`config.mk`:
```
export PLATFORM = sky130hd
export DESIGN_NAME = prog_nfa_engine
export DESIGN_NICKNAME = d
export VERILOG_FILES = /design/src/rtl/prog_nfa_pkg.sv /design/src/rtl/prog_nfa_range_match.sv /design/src/rtl/prog_nfa_engine.sv
export SDC_FILE = /design/constraint.sdc
export NUM_CORES = 2
export LEC_CHECK = 0
export BUFFER_PORTS_ARGS = -buffer_cell sky130_fd_sc_hd__buf_4
export CAP_MARGIN = 20
export CORE_AREA = 2 2 451 453
export DETAILED_ROUTE_END_ITERATION = 10
export DIE_AREA = 0 0 453 455
export PLACE_DENSITY = 0.57
export SETUP_SLACK_MARGIN = 0.1
export SYNTH_ARGS = -nofsm -noshare
export SYNTH_HDL_FRONTEND = slang
export SYNTH_HIERARCHICAL = 1
export SYNTH_SLANG_ARGS = --single-unit
```
`constraint.sdc`:
```
create_clock -name clk -period 3.18 [get_ports clk]
set_input_delay 0.477 -clock clk [delete_from_list [all_inputs] [get_ports clk]]
set_output_delay 0.477 -clock clk [all_outputs]
set_load 0.005 [all_outputs]
```
`src/rtl/prog_nfa_pkg.sv`:
```
// Shared types and config-word map for the programmable NFA engine.
package prog_nfa_pkg;

  typedef enum logic [1:0] {IDLE, RUN, DONE, HALT} fsm_e;
  typedef enum logic [1:0] {ST_NONE, ST_SOD, ST_ALL} start_e;

  localparam logic [2:0] CFG_W_FLAGS  = 3'd0;
  localparam logic [2:0] CFG_W_EDGE   = 3'd1;
  localparam logic [2:0] CFG_W_RANGE0 = 3'd2;

  localparam int MAX_SYM_W = 16;

  // Inclusive unsigned range test; lo > hi naturally never matches.
  function automatic logic in_range(input logic [MAX_SYM_W-1:0] sym,
                                    input logic [MAX_SYM_W-1:0] lo,
                                    input logic [MAX_SYM_W-1:0] hi);
    return (lo <= sym) && (sym <= hi);
  endfunction

endpackage

```
`src/rtl/prog_nfa_range_match.sv`:
```
// Combinational symbol classifier for one STE: OR of enabled inclusive ranges.
module prog_nfa_range_match
  import prog_nfa_pkg::*;
#(
  parameter int SYM_W      = 8,
  parameter int NUM_RANGES = 4
) (
  input  logic [SYM_W-1:0]            sym_i,
  input  logic [NUM_RANGES-1:0]       en_i,
  input  logic [NUM_RANGES*SYM_W-1:0] lo_i,
  input  logic [NUM_RANGES*SYM_W-1:0] hi_i,
  output logic                        match_o
);

  always_comb begin
    match_o = 1'b0;
    for (int r = 0; r < NUM_RANGES; r++) begin
      if (en_i[r] && in_range(MAX_SYM_W'(sym_i),
                              MAX_SYM_W'(lo_i[r*SYM_W +: SYM_W]),
                              MAX_SYM_W'(hi_i[r*SYM_W +: SYM_W]))) begin
        match_o = 1'b1;
      end
    end
  end

endmodule

```
`src/rtl/prog_nfa_engine.sv`:
```
// Runtime-programmable homogeneous NFA; one symbol per accepted beat, reports registered 1 cycle later.
// Accepts beats only in RUN; optional position counters under PROG_NFA_POS_TRACK_EN.
module prog_nfa_engine
  import prog_nfa_pkg::*;
#(
  parameter int  NUM_STE        = 16,
  parameter int  SYM_W          = 8,
  parameter int  NUM_RANGES     = 4,
  parameter int  HALT_ON_REPORT = 0,
  localparam int STE_W          = (NUM_STE > 1) ? $clog2(NUM_STE) : 1
) (
  input  logic               clk,
  input  logic               rst_n,
  input  logic               cfg_we_i,
  input  logic [STE_W-1:0]   cfg_ste_i,
  input  logic [2:0]         cfg_word_i,
  input  logic [31:0]        cfg_wdata_i,
  input  logic               go_i,
  input  logic               stop_i,
  input  logic               sym_valid_i,
  output logic               sym_ready_o,
  input  logic [SYM_W-1:0]   sym_data_i,
  input  logic               sym_last_i,
  output logic [NUM_STE-1:0] report_o,
  output logic               report_valid_o,
  output logic               busy_o,
  output logic               halted_o
`ifdef PROG_NFA_POS_TRACK_EN
  ,
  output logic [31:0]        sym_pos_o,
  output logic [31:0]        first_rpt_pos_o
`endif
);

  localparam int RW = NUM_RANGES * SYM_W;

  logic [NUM_STE-1:0]    rpt_en_q;
  logic [1:0]            stype_q [NUM_STE];
  logic [NUM_STE-1:0]    edge_q  [NUM_STE];
  logic [NUM_RANGES-1:0] ren_q   [NUM_STE];
  logic [RW-1:0]         lo_q    [NUM_STE];
  logic [RW-1:0]         hi_q    [NUM_STE];

  fsm_e               state_q;
  logic [NUM_STE-1:0] active_q;
  logic [NUM_STE-1:0] report_q;
  logic               report_valid_q;
  logic               sod_q;
  logic               sym_ready_q;
  logic               busy_q;
  logic               halted_q;

  logic [NUM_STE-1:0] en_vec;
  logic [NUM_STE-1:0] match_vec;
  logic [NUM_STE-1:0] active_d;
  logic [NUM_STE-1:0] report_d;
  logic               beat;
  logic               rpt_hit;
  logic               cfg_ok;
  logic               unused_cfg_bits;

  assign beat            = sym_valid_i && sym_ready_q;
  assign cfg_ok          = cfg_we_i && (state_q == IDLE);
  assign unused_cfg_bits = ^cfg_wdata_i;

  // Configuration register file; writes outside IDLE are dropped.
  always_ff @(posedge clk or negedge rst_n) begin
    if (!rst_n) begin
      rpt_en_q <= '0;
      for (int j = 0; j < NUM_STE; j++) begin
        stype_q[j] <= '0;
        edge_q[j]  <= '0;
        ren_q[j]   <= '0;
        lo_q[j]    <= '0;
        hi_q[j]    <= '0;
      end
    end else if (cfg_ok) begin
      for (int j = 0; j < NUM_STE; j++) begin
        if (cfg_ste_i == STE_W'(j)) begin
          if (cfg_word_i == CFG_W_FLAGS) begin
            rpt_en_q[j] <= cfg_wdata_i[2];
            stype_q[j]  <= cfg_wdata_i[1:0];
          end
          if (cfg_word_i == CFG_W_EDGE) begin
            edge_q[j] <= cfg_wdata_i[NUM_STE-1:0];
          end
          for (int r = 0; r < NUM_RANGES; r++) begin
            if (int'(cfg_word_i) == int'(CFG_W_RANGE0) + r) begin
              ren_q[j][r]               <= cfg_wdata_i[31];
              lo_q[j][r*SYM_W +: SYM_W] <= cfg_wdata_i[SYM_W-1:0];
              hi_q[j][r*SYM_W +: SYM_W] <= cfg_wdata_i[SYM_W+15:16];
            end
          end
        end
      end
    end
  end

  for (genvar j = 0; j < NUM_STE; j++) begin : g_ste
    prog_nfa_range_match #(
      .SYM_W     (SYM_W),
      .NUM_RANGES(NUM_RANGES)
    ) u_match (
      .sym_i  (sym_data_i),
      .en_i   (ren_q[j]),
      .lo_i   (lo_q[j]),
      .hi_i   (hi_q[j]),
      .match_o(match_vec[j])
    );
  end

  always_comb begin
    en_vec = '0;
    for (int j = 0; j < NUM_STE; j++) begin
      en_vec[j] = (|(active_q & edge_q[j])) ||
                  (stype_q[j] == ST_ALL) ||
                  ((stype_q[j] == ST_SOD) && sod_q);
    end
    active_d = en_vec & match_vec;
    report_d = active_d & rpt_en_q;
  end

  assign rpt_hit = |report_d;

  // Control FSM with the active vector and report register; stop overrides everything.
  always_ff @(posedge clk or negedge rst_n) begin
    if (!rst_n) begin
      state_q        <= IDLE;
      active_q       <= '0;
      sod_q          <= 1'b0;
      sym_ready_q    <= 1'b0;
      busy_q         <= 1'b0;
      halted_q       <= 1'b0;
      report_q       <= '0;
      report_valid_q <= 1'b0;
    end else begin
      report_q       <= '0;
      report_valid_q <= 1'b0;
      if (stop_i) begin
        state_q     <= IDLE;
        active_q    <= '0;
        sod_q       <= 1'b0;
        sym_ready_q <= 1'b0;
        busy_q      <= 1'b0;
        halted_q    <= 1'b0;
      end else begin
        case (state_q)
          IDLE, DONE, HALT: begin
            if (go_i) begin
              state_q     <= RUN;
              active_q    <= '0;
              sod_q       <= 1'b1;
              sym_ready_q <= 1'b1;
              busy_q      <= 1'b1;
              halted_q    <= 1'b0;
            end
          end
          RUN: begin
            if (beat) begin
              active_q       <= active_d;
              sod_q          <= 1'b0;
              report_q       <= report_d;
              report_valid_q <= rpt_hit;
              if (sym_last_i || (rpt_hit && (HALT_ON_REPORT != 0))) begin
                state_q     <= sym_last_i ? DONE : HALT;
                sym_ready_q <= 1'b0;
                busy_q      <= 1'b0;
                halted_q    <= 1'b1;
              end
            end
          end
          default: state_q <= IDLE;
        endcase
      end
    end
  end

  assign sym_ready_o    = sym_ready_q;
  assign report_o       = report_q;
  assign report_valid_o = report_valid_q;
  assign busy_o         = busy_q;
  assign halted_o       = halted_q;

`ifdef PROG_NFA_POS_TRACK_EN
  logic [31:0] sym_pos_q;
  logic [31:0] first_rpt_pos_q;

  // Position index of a beat is the count of beats accepted before it.
  always_ff @(posedge clk or negedge rst_n) begin
    if (!rst_n) begin
      sym_pos_q       <= '0;
      first_rpt_pos_q <= '1;
    end else if (!stop_i && go_i && (state_q != RUN)) begin
      sym_pos_q       <= '0;
      first_rpt_pos_q <= '1;
    end else if (!stop_i && beat) begin
      if (sym_pos_q != '1) begin
        sym_pos_q <= sym_pos_q + 32'd1;
      end
      if (rpt_hit && (first_rpt_pos_q == '1)) begin
        first_rpt_pos_q <= sym_pos_q;
      end
    end
  end

  assign sym_pos_o       = sym_pos_q;
  assign first_rpt_pos_o = first_rpt_pos_q;
`endif

endmodule
```
==> results.rst <==
.. list-table::
   :header-rows: 1

   * - Metric
     - Value
   * - Depth of the most critical reg-to-reg path
     - 12
   * - Main combinational cell family by area after synthesis
     - multiplexers
   * - Largest cells by area after synthesis
     - sky130_fd_sc_hd__dfrtp_1 45%, sky130_fd_sc_hd__mux2_2 19%, sky130_fd_sc_hd__ha_1 16%, sky130_fd_sc_hd__inv_1 3.0%, sky130_fd_sc_hd__a21oi_1 2.1%
   * - Number of global-route vias before repair
     - 57.3k
   * - Area taken by multi-input logic gates
     - 0.0409 mm2
   * - Number of CTS-inserted buffers
     - 168
   * - TritonCTS clock tree
     - built
   * - Routed via count
     - 55.1k
   * - Required arrival time at the worst endpoint
     - 3.91 ns
   * - Sequential cell area
     - 0.0357 mm2
   * - CP delay by family, top
     - compound AO/OA/AOI/OAI gates
   * - Clk slew on worst S/H paths
     - 0.06 ns
   * - Cell breakdown of the critical path
     - ha_1 -> nor2b_4 -> o211ai_2 -> a21oi_2 -> a2111oi_4 -> o22ai_2 -> nand4_1 -> buf_4 -> o21a_4 -> a32oi_2 -> nand3_1 -> o31a_1
   * - I/O pin total
     - 74
   * - Starting utilization of the core area
     - 0.398
   * - Layout overhead on the synthesized area
     - 16.1%
   * - Top cell type's share of synthesized area
     - 0.446
   * - Relative slew slack
     - 0.212
   * - Clock skew after layout
     - 0.0435 ns
   * - Number of buffer cells added on primary ports
     - 66
   * - Endpoint of the most critical register-to-register path
     - report_valid_o$_DFF_PN0_
   * - Crit. End Element
     - register
   * - Slew Limit Fails
     - 0
   * - Count of final hold-check violations
     - 0
   * - Class of the tightest hold or removal check
     - input port to register
   * - Cell with the largest stage delay on the worst path
     - sky130_fd_sc_hd__nand4_1
   * - Buffers plus inverters on the worst setup path
     - 1
   * - Async set-reset flop share out of synthesis
     - 1.00
   * - Sequential element share of the synthesized area
     - 0.446
   * - Longest individual stage delay on the worst path
     - 0.45 ns
   * - Unique cell type count in the Yosys netlist
     - 60
   * - Width of the die
     - 453 um
   * - Routability congestion estimate
     - 0.832
   * - Setup tns final
     - 0 ns
   * - Largest net degree at the start of global routing
     - 122
   * - Kind of critical path
     - register to register
   * - DRC violation count after routing
     - 0
   * - Max-capacitance violation count
     - 0
   * - Global-route wire length before repair
     - 352 mm
   * - Final Worst Setup Slack
     - 0.318 ns
   * - Leakage power
     - 45.5 nW
   * - Kind of start point of the critical path
     - register
   * - Root Buffer Master
     - sky130_fd_sc_hd__clkbuf_16
   * - Peak supply drop
     - 0.503 mV
   * - Maximum achievable frequency
     - 349 MHz
   * - Number of instances in the synthesized netlist
     - 6770
   * - Synthesis Warnings
     - 6
   * - Initial antenna violation count
     - 17
   * - Unrepaired setup endpoints after global routing
     - no
   * - Deepest clock path buffer count
     - 3
   * - Cell row count
     - 165
   * - Syn_nets
     - 7848
   * - Detailed Routing Iterations Pass 1
     - 5
   * - Post-Synth Simple-Gate Area
     - 0.0752
   * - Total Nets Final
     - 8264
   * - Per-cell via count in the routed design
     - 5.51
   * - Data arrival time of the critical path
     - 3.59 ns
   * - Core outline area
     - 0.201 mm2
   * - HPWL reported at the end of detailed placement
     - 154 mm
   * - Height of the die
     - 455 um
   * - Mux contribution to synthesized area
     - 0.196
   * - Total of fill cells in the finished design
     - 18.4k
   * - Dpl cell area
     - 0.0870 mm2
   * - Post-layout instance area
     - 0.0931 mm2
   * - Startpoint of the worst-slack reg-to-reg timing path
     - lo_q[401]$_DFFE_PN0P_
   * - Total clock sinks
     - 1428
   * - Flop-to-flop setup slack
     - 0.32 ns
   * - Clock Latency Late Sink
     - 0.84 ns
   * - Post-layout utilization of the core
     - 0.462
   * - Post-synthesis register bit count
     - 1428
   * - Dpl ws
     - -0.596 ns
   * - Final hold slack
     - 0.166 ns
   * - Post-synth top flop
     - sky130_fd_sc_hd__dfrtp_1
   * - Final wirelength
     - 229 mm
   * - Adder-cell area share of the yosys netlist
     - 0.160
   * - EDFF count, synth
     - 0
   * - Tmin final
     - 2.86 ns
   * - Compound-cell area share of the yosys netlist
     - 0.0780
   * - Antenna viol nets, final
     - 0
   * - Share of cells above drive strength 1
     - 0.317
   * - Total of endpoints with negative setup slack in the final report
     - 0
   * - Fraction of synthesized cell area in xor and xnor cells
     - 0
   * - Avg Synthesized Cell Area
     - 11.8 um2
   * - Cell depth of the worst min-delay path
     - 2
   * - Terminating pin of the worst hold path
     - edge_q[10]$_DFFE_PN0P_
   * - Run status
     - finished clean
   * - Global-route usage over all layers
     - 0.224
   * - Mean routed wirelength per cell
     - 22.9 um
   * - Worst-path fanout max
     - 2
   * - Overflow after GRT
     - 0
   * - Tightest Pin Transition
     - 1.18 ns
   * - Hold_sp
     - cfg_wdata_i[10]
   * - PwrDens
     - 499 mW/mm2
   * - Library cell occupying the most area in the post-synthesis netlist
     - sky130_fd_sc_hd__dfrtp_1
   * - Total Die Area
     - 0.206 mm2
   * - Period utilisation layout
     - 0.900
   * - Count of routing violations after the opening detailed-route iteration
     - 3356
   * - Maximum level of the CTS H-tree
     - 4
   * - Mapped cell area
     - 0.0802 mm2
==> flip-flops by register name, summed over array words and instances, names as in the netlist, 16 cells and up <==
| register | flops |
|---|---|
| active_q | 16 |
| ren_q | 64 |
| report_o | 16 |
| lo_q | 512 |
| rpt_en_q | 16 |
| stype_q | 32 |
| edge_q | 256 |
| hi_q | 512 |
==> metal layers <==
layer,part of all wire,vias to the layer above,GRT usage
met5,0,-,0
met4,0.032,0,0.0764
met3,0.050,378,0.0383
met2,0.47,1153,0.370
met1,0.44,28300,0.297
li1,-,25300,-
==> cells by family (layout without fill, tap and decap cells) <==
logic type,Yosys count,in the layout
simple gates,1080,1080
buf+inv,926,1481
flops,1428,1428
fa+ha+maj,1024,1024
other cells,0,8
mux,1393,1393
compound gates,919,919
==> worst max path at each step <==
stage | from | end | slack [ns] | cells past startpoint
after floorplan | sym_data_i[1] | report_valid_o$_DFF_PN0_ | 0.92 | 12
after global placement | sym_data_i[7] | report_valid_o$_DFF_PN0_ | -0.62 | 16
after detailed placement | sym_data_i[7] | report_valid_o$_DFF_PN0_ | -0.60 | 16
after CTS | lo_q[441]$_DFFE_PN0P_ | report_valid_o$_DFF_PN0_ | 0.20 | 14
after global routing | hi_q[402]$_DFFE_PN0P_ | report_valid_o$_DFF_PN0_ | 0.11 | 13
final | lo_q[401]$_DFFE_PN0P_ | report_valid_o$_DFF_PN0_ | 0.32 | 12
==> area by class of cell <==
cell class,instances,area share
clock inverter,50,0.00805
timing repair buffer,525,0.0514
clock buffer,259,0.0552
tap,2672,0.0359
sequential,1428,0.384
multi-input combinational,4416,0.439
antenna,8,0.000215
inverter,647,0.0261
==> worst reg2reg max path, cell delays in order (launching register included) <==
cell and delay [ns]:
sky130_fd_sc_hd__dfrtp_1 0.39, sky130_fd_sc_hd__ha_1 0.30, sky130_fd_sc_hd__nor2b_4 0.14, sky130_fd_sc_hd__o211ai_2 0.08, sky130_fd_sc_hd__a21oi_2 0.19, sky130_fd_sc_hd__a2111oi_4 0.07, sky130_fd_sc_hd__o22ai_2 0.13, sky130_fd_sc_hd__nand4_1 0.45
sky130_fd_sc_hd__buf_4 0.32, sky130_fd_sc_hd__o21a_4 0.13, sky130_fd_sc_hd__a32oi_2 0.17, sky130_fd_sc_hd__nand3_1 0.11, sky130_fd_sc_hd__o31a_1 0.28
==> synth_stat cells (65+ instances only) <==
cell                       instances
sky130_fd_sc_hd__mux2_2         1381
sky130_fd_sc_hd__a21oi_1         340
sky130_fd_sc_hd__nor2_1          154
sky130_fd_sc_hd__nand3_1          98
sky130_fd_sc_hd__nand2_1         207
sky130_fd_sc_hd__inv_1           647
sky130_fd_sc_hd__dfrtp_1        1428
sky130_fd_sc_hd__ha_1           1024
sky130_fd_sc_hd__o22ai_1          65
sky130_fd_sc_hd__o21ai_0         132
sky130_fd_sc_hd__a211oi_1         65
sky130_fd_sc_hd__nor2b_1         118
sky130_fd_sc_hd__clkbuf_1        180
sky130_fd_sc_hd__nand4_1         226
sky130_fd_sc_hd__a22oi_1          78
sky130_fd_sc_hd__nor3_1           78
==> layout by cell type, fill, tap and decap left out, types with 76 or more instances in the layout <==
cell and instances:
sky130_fd_sc_hd__a22oi_1 78, sky130_fd_sc_hd__nor2_1 154, sky130_fd_sc_hd__nand2_1 207, sky130_fd_sc_hd__a21oi_1 339, sky130_fd_sc_hd__clkbuf_16 170, sky130_fd_sc_hd__o21ai_0 131, sky130_fd_sc_hd__inv_1 647, sky130_fd_sc_hd__buf_4 444
sky130_fd_sc_hd__nor3_1 76, sky130_fd_sc_hd__nand4_1 226, sky130_fd_sc_hd__nor2b_1 117, sky130_fd_sc_hd__ha_1 1023, sky130_fd_sc_hd__dfrtp_1 1428, sky130_fd_sc_hd__nand3_1 98, sky130_fd_sc_hd__mux2_2 1381
==> report_power, final <==
| part | leakage, nW | switching [mW] | internal, mW |
|---|---|---|---|
| sequential | 19.6 | 0.633 | 19.3 |
| clock | 2.87 | 8.20 | 12.0 |
| combinational | 23.0 | 3.52 | 2.76 |
==> through the flow <==
step / cells / total power, mW
finish: 10000 / 46.5
global route: 9999 / 48.6
CTS: 9996 / 47.0
detailed placement: 9679 / 26.6
global placement: 9679 / 26.3
floorplan: 6770 / 23.8
==> what timing repair did <==
item,CTS,global route
hold buffers,8,0
setup endpoints to repair,0,1
endpoints found under the hold margin,55,0
gates resized for setup,0,11
setup buffers,0,1
No activity file was read; power rests on OpenSTA's default activity.
